--- src/rtl/vga_sync_gen.sv ---
// VGA raster timing generator: pixel strobe divider, X/Y scan counters and
// registered sync, visible-area and frame-marker outputs derived from them.
module vga_sync_gen #(
    parameter int unsigned CLK_DIV   = 2,
    parameter int unsigned H_VISIBLE = 640,
    parameter int unsigned H_FRONT   = 16,
    parameter int unsigned H_SYNC    = 96,
    parameter int unsigned H_BACK    = 48,
    parameter int unsigned V_VISIBLE = 480,
    parameter int unsigned V_FRONT   = 10,
    parameter int unsigned V_SYNC    = 2,
    parameter int unsigned V_BACK    = 33
) (
    input  logic       CLK,
    input  logic       RESET,
    output logic       pix_en,
    output logic [9:0] drawX,
    output logic [9:0] drawY,
    output logic       hs,
    output logic       vs,
    output logic       display_en,
    output logic       frame_start,
    output logic       vsync_toggle
);

    localparam int unsigned H_TOTAL = H_VISIBLE + H_FRONT + H_SYNC + H_BACK;
    localparam int unsigned V_TOTAL = V_VISIBLE + V_FRONT + V_SYNC + V_BACK;
    localparam int unsigned DIV_W   = $clog2(CLK_DIV);

    localparam logic [DIV_W-1:0] DIV_LAST = DIV_W'(CLK_DIV - 1);
    localparam logic [9:0] H_LAST   = 10'(H_TOTAL - 1);
    localparam logic [9:0] V_LAST   = 10'(V_TOTAL - 1);
    localparam logic [9:0] H_VIS    = 10'(H_VISIBLE);
    localparam logic [9:0] V_VIS    = 10'(V_VISIBLE);
    localparam logic [9:0] HS_START = 10'(H_VISIBLE + H_FRONT);
    localparam logic [9:0] HS_END   = 10'(H_VISIBLE + H_FRONT + H_SYNC - 1);
    localparam logic [9:0] VS_START = 10'(V_VISIBLE + V_FRONT);
    localparam logic [9:0] VS_END   = 10'(V_VISIBLE + V_FRONT + V_SYNC - 1);

    if (H_TOTAL > 1024) begin : g_bad_h_total
        $error("vga_sync_gen: H_TOTAL %0d exceeds 1024", H_TOTAL);
    end
    if (V_TOTAL > 1024) begin : g_bad_v_total
        $error("vga_sync_gen: V_TOTAL %0d exceeds 1024", V_TOTAL);
    end
    if (CLK_DIV < 2) begin : g_bad_clk_div
        $error("vga_sync_gen: CLK_DIV %0d must be at least 2", CLK_DIV);
    end

    logic [DIV_W-1:0] div;
    logic [DIV_W-1:0] div_nxt;
    logic [9:0]       x_nxt;
    logic [9:0]       y_nxt;
    logic             hs_nxt;
    logic             vs_nxt;
    logic             de_nxt;
    logic             fs_nxt;
    logic             vt_flip;

    always_comb begin
        div_nxt = (div == DIV_LAST) ? '0 : div + DIV_W'(1);
    end

    always_comb begin
        x_nxt = drawX;
        y_nxt = drawY;
        if (pix_en) begin
            if (drawX == H_LAST) begin
                x_nxt = '0;
                y_nxt = (drawY == V_LAST) ? '0 : drawY + 10'd1;
            end else begin
                x_nxt = drawX + 10'd1;
            end
        end
    end

    // Derived outputs come from the next counter values so they land on the
    // same edge as the counters themselves.
    always_comb begin
        hs_nxt  = !((x_nxt >= HS_START) && (x_nxt <= HS_END));
        vs_nxt  = !((y_nxt >= VS_START) && (y_nxt <= VS_END));
        de_nxt  = (x_nxt < H_VIS) && (y_nxt < V_VIS);
        fs_nxt  = pix_en && (x_nxt == '0) && (y_nxt == '0);
        vt_flip = pix_en && (x_nxt == '0) && (y_nxt == VS_START);
    end

    always_ff @(posedge CLK or posedge RESET) begin
        if (RESET) begin
            div    <= '0;
            pix_en <= 1'b0;
        end else begin
            div    <= div_nxt;
            pix_en <= (div_nxt == DIV_LAST);
        end
    end

    always_ff @(posedge CLK or posedge RESET) begin
        if (RESET) begin
            drawX        <= '0;
            drawY        <= '0;
            hs           <= 1'b1;
            vs           <= 1'b1;
            display_en   <= 1'b1;
            frame_start  <= 1'b0;
            vsync_toggle <= 1'b0;
        end else begin
            drawX        <= x_nxt;
            drawY        <= y_nxt;
            hs           <= hs_nxt;
            vs           <= vs_nxt;
            display_en   <= de_nxt;
            frame_start  <= fs_nxt;
            vsync_toggle <= vsync_toggle ^ vt_flip;
        end
    end

endmodule

--- config.mk ---
export PLATFORM = sky130hd
export DESIGN_NAME = vga_sync_gen
export DESIGN_NICKNAME = d
export VERILOG_FILES = /design/src/rtl/vga_sync_gen.sv
export SDC_FILE = /design/constraint.sdc
export NUM_CORES = 1
export LEC_CHECK = 0
export CAP_MARGIN = 40
export CORE_ASPECT_RATIO = 0.6
export CORE_MARGIN = 4
export CORE_UTILIZATION = 52
export CTS_CLUSTER_SIZE = 12
export DETAILED_ROUTE_END_ITERATION = 8
export PLACE_DENSITY_LB_ADDON = 0.08
export RECOVER_POWER = 50
export SETUP_SLACK_MARGIN = 0.1
export SYNTH_ARGS = -nofsm -noshare
export SYNTH_HDL_FRONTEND = slang
export SYNTH_SLANG_ARGS = --single-unit
--- constraint.sdc ---
create_clock -name CLK -period 3.2 [get_ports CLK]
set_input_delay 0.32 -clock CLK [delete_from_list [all_inputs] [get_ports CLK]]
set_output_delay 0.32 -clock CLK [all_outputs]
set_load 0.01 [all_outputs]
==> results of run 1 <==
## metal layers
layer / track usage / wire, um
met5: 0 / 0
met4: 0.0686 / 38
met3: 0.0538 / 336
met2: 0.272 / 1520
met1: 0.344 / 1910
## state kept, by name, summed over array words and instances (netlist names)
| signal | count |
|---|---|
| hs | 1 |
| vsync_toggle | 1 |
| vs | 1 |
| display_en | 1 |
| drawX | 10 |
| div | 1 |
| frame_start | 1 |
| drawY | 10 |
## power breakdown
part           internal, mW  switching [mW]  total, mW
Sequential            0.328               0      0.328
Clock                 0.168           0.107      0.274
Combinational       0.00114         0.00674    0.00788
## cell usage in the layout (no fill, tap or decap), types with 2 or more instances in the layout
master	count
dfrtp_1	23
clkdlybuf4s50_1	18
nand2_1	17
dlygate4sd3_1	9
inv_1	8
xnor2_1	8
o21ai_0	8
and3_1	7
nand4_1	7
nor2_1	6
nand3_1	5
or3_1	5
and4_1	4
nor3_1	4
o31ai_1	3
o21ai_1	3
nor2b_1	3
nor4_1	3
a31oi_1	3
a211oi_1	3
ha_1	3
clkbuf_8	3
dfstp_2	3
nor4b_1	2
a21oi_1	2
mux2_2	2
o22ai_1	2
xor2_1	2
## worst paths after layout
path / slack (ns) / endpoint / startpoint / depth (start not counted)
max: 0.37 / vsync_toggle / drawX[0] / 8
min: 0.45 / vsync_toggle / RESET / 2
max reg2reg: 0.37 / vsync_toggle / drawX[0] / 8
min reg2reg: 0.47 / vsync_toggle / vsync_toggle / 1
max in group asynchronous: 1.56 / drawX[1] / RESET / 3
min in group CLK: 0.47 / vsync_toggle / vsync_toggle / 1
## cells by family (layout without fill, tap and decap cells)
group                    Yosys count  after routing  synth area share
AND/OR/NAND/NOR                   76             76             0.300
XOR/XNOR                          11             11            0.0658
AO/OA/AOI/OAI                     30             30             0.121
flip-flops                        26             26             0.415
buffers and inverters             17             41            0.0603
adder cells (fa/ha/maj)            3              3            0.0238
multiplexers                       2              2            0.0143
## per-stage QoR
| stage | cell area (um^2) | util |
|---|---|---|
| 6_report | 1910 | 0.661 |
| 4_1_cts | 1940 | 0.671 |
| 3_3_place_gp | 1840 | 0.637 |
| 5_1_grt | 1910 | 0.661 |
| 2_1_floorplan | 1580 | - |
| 3_5_place_dp | 1870 | 0.646 |
## worst max-delay path: stages (launching register included)
cell,delay [ns]
dfrtp_1,0.46
ha_1,0.28
and3_1,0.30
nand4_4,0.22
or4_4,0.56
a222oi_1,0.44
nand4_1,0.18
nor2_1,0.16
xor2_1,0.15
## final cells by class
class | instances | area share
clock buffer | 3 | 0.0216
inverter | 9 | 0.0183
clock inverter | 1 | 0.0157
multi-input combinational | 122 | 0.431
tap | 42 | 0.0275
timing repair buffer | 28 | 0.143
sequential | 26 | 0.343
==> run_results.csv, run 1 <==
group,metric,value,unit
sta,max_freq,354,MHz
synth,synth_fp_nets,170,
finish,register_area,654,um^2
finish,diodes,0,
route,wirelength,3800,um
route,vias,1402,
synth,ys_types,50,
sta,holdWs,0.452,ns
synth,ys_ff_latch,26,
finish,stdcell_count,231,
setup_path,crit_type,"register to register",
route,wire_per_inst,16.5,um
synth,synth_area,1580,um^2
sta,min_period_over_period,0.883,
die,core,2890,um^2
clocking,clockRootBuffer,"clkbuf_8",
grt,grt_pass1_wl,6550,um
synth,syn_inst,165,
clocking,cts_setup_buffers,0,
finish,fillers,249,
setup_path,start_kind,"register",
finish,drive_above_1_share,0.101,
die,dieArea,4010,um^2
flow_run,timing.max_cap.violations,0,
sta,max_slew_margin,0.360,
sta,finalSetupViolCount,0,
route,firstDrtPassIters,4,
sta,period_minus_slack,2.83,ns
grt,track_usage,0.215,
route,drtAntennaViolNets,0,
die,die_w,79.1,um
clocking,cts_tree,"yes",
clocking,cts-htree-levels,1,
clocking,clk_pin_slew,0.09,ns
power,p_leak,0.834,nW
min_path,hp-class,"input port to asynchronous set/reset pin",
placed_design,numPortBuffers,27,
placed_design,dpl.hpwl,2890,um
sta,rsz0062_at_grt,"false",
die,die_h,50.7,um
grt,antenna_found_initial,0,
synth,synth_edf_count,0,
die,start_util,0.546,
placed_design,dp_cells,227,
route,route.detailed.drc,0,
synth,synth_ff_type,"dfrtp_1",
sta,hold_viol_final,0,
grt,grt_max_degree,18,
power,power,0.611,mW
die,pin_count,28,
die,row_count,15,
sta,finClkSkew,0.00139,ns
synth,async_reset_ff_frac,1.00,
power,powerDensity,320,nW/um^2
clocking,cts_buffer_depth,2,
sta,report.final.slew_viol_count,0,
synth,synth.top_cell.area_share,0.365,
placed_design,place.gp.congestion,0.975,
clocking,insertion_delay,0.27,ns
synth,yosysMostFrequentCell,"dfrtp_1",
synth,avgSynthCellArea,9.56,um^2
route,avgViaCountPerCell,6.07,
synth,yosysTopAreaCell,"dfrtp_1",
placed_design,detailedPlace.worstSlack,0.471,ns
synth,ys.warnings.count,0,
synth,ys_top_cells_by_area,"dfrtp_1 (36%), dfstp_2 (5.0%), xnor2_1 (4.4%)",
sta,tightestPinTransition,0.960,ns
setup_path,crit_fanout,12,
finish,final_nets,195,
grt,overflow,0,
setup_path,arrival,3.03,ns
setup_path,required,3.40,ns
route,first_iter_violations,179,
clocking,hold_buffers,0,
power,ir_drop,0.268,mV
sta,setup-tns-final,0,ns
sta,worst_slack,0.374,ns
synth,synth_common_cells,"dfrtp_1 (23), nand2_1 (17), inv_1 (8), o21ai_0 (8), xnor2_1 (8)",
finish,area_growth_syn_to_layout,21.1,%
finish,multi_input_area,823,um^2
clocking,cts_buffers,3,
clocking,cts.sinks,26,
grt,grt_pass1_vias,1245,
run_status,outcome,"completed",
clocking,cts_resized,0,
synth,yosysSeqAreaShare,0.415,
setup_path,cp-end-kind,"register",
(Power assumes the default switching activity.)
==> inputs of run 2 (changes only) <==
- CORE_UTILIZATION: 52 -> 47
- clock period: 3.2 -> 2.36 ns (I/O delays scaled with it)
==> run_results.csv, run 2 (same netlist as run 1, synthesis figures left out) <==
group,metric,value,unit
clocking,cts.sinks,26,
die,dieArea,4380,um^2
finish,multi_input_area,892,um^2
finish,fillers,219,
setup_path,endpoint,"vsync_toggle",
power,p_sw_frac,0.184,
finish,drive_above_1_share,0.293,
power,clockPowerShare,0.448,
placed_design,placed_area,2040,um^2
placed_design,dp_cells,251,
finish,final_cell_mix,"buf_4 (33), clkdlybuf4s50_1 (22), dfrtp_1 (19)",
min_path,hp-class,"register to register",
setup_path,r2r_slack,0.09,ns
setup_path,path_cells,"and4bb_4, nand4_4, or4_4, a222oi_1, nand4_1, nor2_1, xor2_1",
clocking,cts_buffers,3,
grt,overflow,0,
grt,grt_util_met1,0.339,
sta,min_period_over_period,0.962,
setup_path,crit_fanout,6,
finish,reg.largest.list,"drawX (10), drawY (10)",
sta,hold_viol_final,0,
route,first_iter_violations,114,
clocking,hold_buffers,0,
setup_path,crit_path_start,"drawX[6]",
setup_path,crit_path_top_delay_cell,"or4_4",
setup_path,start_kind,"register",
clocking,cts_buffer_depth,2,
sta,finalSetupViolCount,0,
power,p_int,0.674,mW
clocking,clockRootBuffer,"clkbuf_8",
placed_design,numPortBuffers,27,
clocking,clk_pin_slew,0.09,ns
finish,final_nets,228,
setup_path,r2r_end,"vsync_toggle",
power,p_leak,1.00,nW
power,power_frac_seq,0.539,
grt,grt_max_degree,27,
route,route.detailed.drc,0,
power,powerDensity,370,nW/um^2
route,avgViaCountPerCell,5.83,
die,pin_count,28,
die,core,3040,um^2
sta,max_freq,441,MHz
flow_run,timing.max_cap.violations,0,
power,p_comb_frac,0.013,
sta,period_minus_slack,2.27,ns
grt,grtUsageMet3,0.0684,
setup_path,required,2.57,ns
clocking,cts_tree,"yes",
sta,max_slew_margin,0.0482,
grt,grtUsageMet2,0.340,
route,drtAntennaViolNets,0,
finish,diodes,0,
setup_path,arrival,2.48,ns
sta,finClkSkew,0.00392,ns
setup_path,cpPeakStageDelay,0.44,ns
placed_design,dpl.hpwl,3460,um
power,ir_drop,0.337,mV
route,wirelength,4750,um
die,die_h,52.9,um
die,start_util,0.519,
grt,antenna_found_initial,0,
clocking,cts-htree-levels,1,
finish,area_growth_syn_to_layout,41.5,%
setup_path,crit_type,"register to register",
setup_path,cp-end-kind,"register",
clocking,insertion_delay,0.27,ns
run_status,outcome,"completed",
sta,holdWs,0.467,ns
route,firstDrtPassIters,4,
die,die_w,82.8,um
grt,grt_pass1_wl,7890,um
sta,rsz0062_at_grt,"true",
finish,stdcell_area,2230,um^2
finish,stdcell_count,264,
setup_path,worstRegToRegCells,7,
finish,register_area,659,um^2
finish,layout_commonest_cell,"buf_4",
power,p_sw,0.152,mW
grt,busiest_layer,"met2",
route,vias,1540,
grt,track_usage,0.234,
placed_design,place.gp.congestion,0.933,
sta,tightestPinTransition,1.43,ns
setup_path,r2r_start,"drawX[6]",
route,wire_per_inst,18.0,um
sta,report.final.slew_viol_count,0,
grt,grt_pass1_vias,1545,
die,row_count,15,
==> run 2: cell types whose count changed in the layout (fill, tap and decap cells not counted), moves of 2 or more <==
cell,previous run,this run
dfrtp_2,0,4
a211oi_2,0,2
nor4b_1,2,0
dlygate4sd3_1,9,5
nor4b_2,0,2
a211oi_1,3,1
clkdlybuf4s50_1,18,22
dfrtp_1,23,19
buf_4,0,33
==> run 2: power groups by stage <==
stage	Clock [mW]	Combinational, mW	Sequential [mW]
after floorplan	0	0.00657	0.454
after global placement	0	0.0120	0.454
after detailed placement	0	0.0120	0.454
after CTS	0.373	0.0120	0.445
after global routing	0.399	0.0123	0.445
final	0.370	0.0105	0.445
==> run 2: routing by layer <==
metal  share of wire  wire [um]
met1            0.47       2220
met2            0.43       2020
met3           0.097        460
met4           0.011         51
met5               0          0
==> run 2: per-stage QoR <==
| step | TNS, ns | utilization | setup WS (ns) | power, mW |
|---|---|---|---|---|
| final | 0 | 0.734 | 0.0902 | 0.826 |
| after global routing | -0.00974 | 0.734 | -0.00974 | 0.856 |
| after CTS | 0 | 0.721 | 0.0705 | 0.830 |
| after detailed placement | -0.0723 | 0.672 | -0.0723 | 0.466 |
| after global placement | -0.0246 | 0.672 | -0.0246 | 0.466 |
| after floorplan | 0 | - | 0.105 | 0.461 |
==> run 2: how the worst min path moves through the flow <==
stage                             from            to  slack [ns]  cells after the start
after global routing      vsync_toggle  vsync_toggle        0.49                      1
after detailed placement  vsync_toggle  vsync_toggle        0.46                      1
after floorplan                  RESET           div        0.27                      1
final                     vsync_toggle  vsync_toggle        0.47                      1
after CTS                        RESET      drawX[8]        0.33                      3
after global placement    vsync_toggle  vsync_toggle        0.46                      1
==> run 2: cell type report <==
type | count | area share
sequential | 26 | 0.295
inverter | 9 | 0.0157
tap | 42 | 0.0235
timing repair buffer | 61 | 0.234
clock buffer | 3 | 0.0185
clock inverter | 1 | 0.0135
multi-input combinational | 122 | 0.400
==> run 2: worst max-delay path: cells and delay by family, from the launching register on <==
| family | cells | cell delay (ns) |
|---|---|---|
| compound gates | 1 | 0.39 |
| flops | 1 | 0.42 |
| simple gates | 5 | 1.25 |
| xor+xnor | 1 | 0.14 |
==> run 2: what timing repair did <==
item	4_1_cts	5_1_grt
gates resized for setup	5	8
buffers inserted	6	3
pin swaps	7	5
setup endpoints to repair	2	4
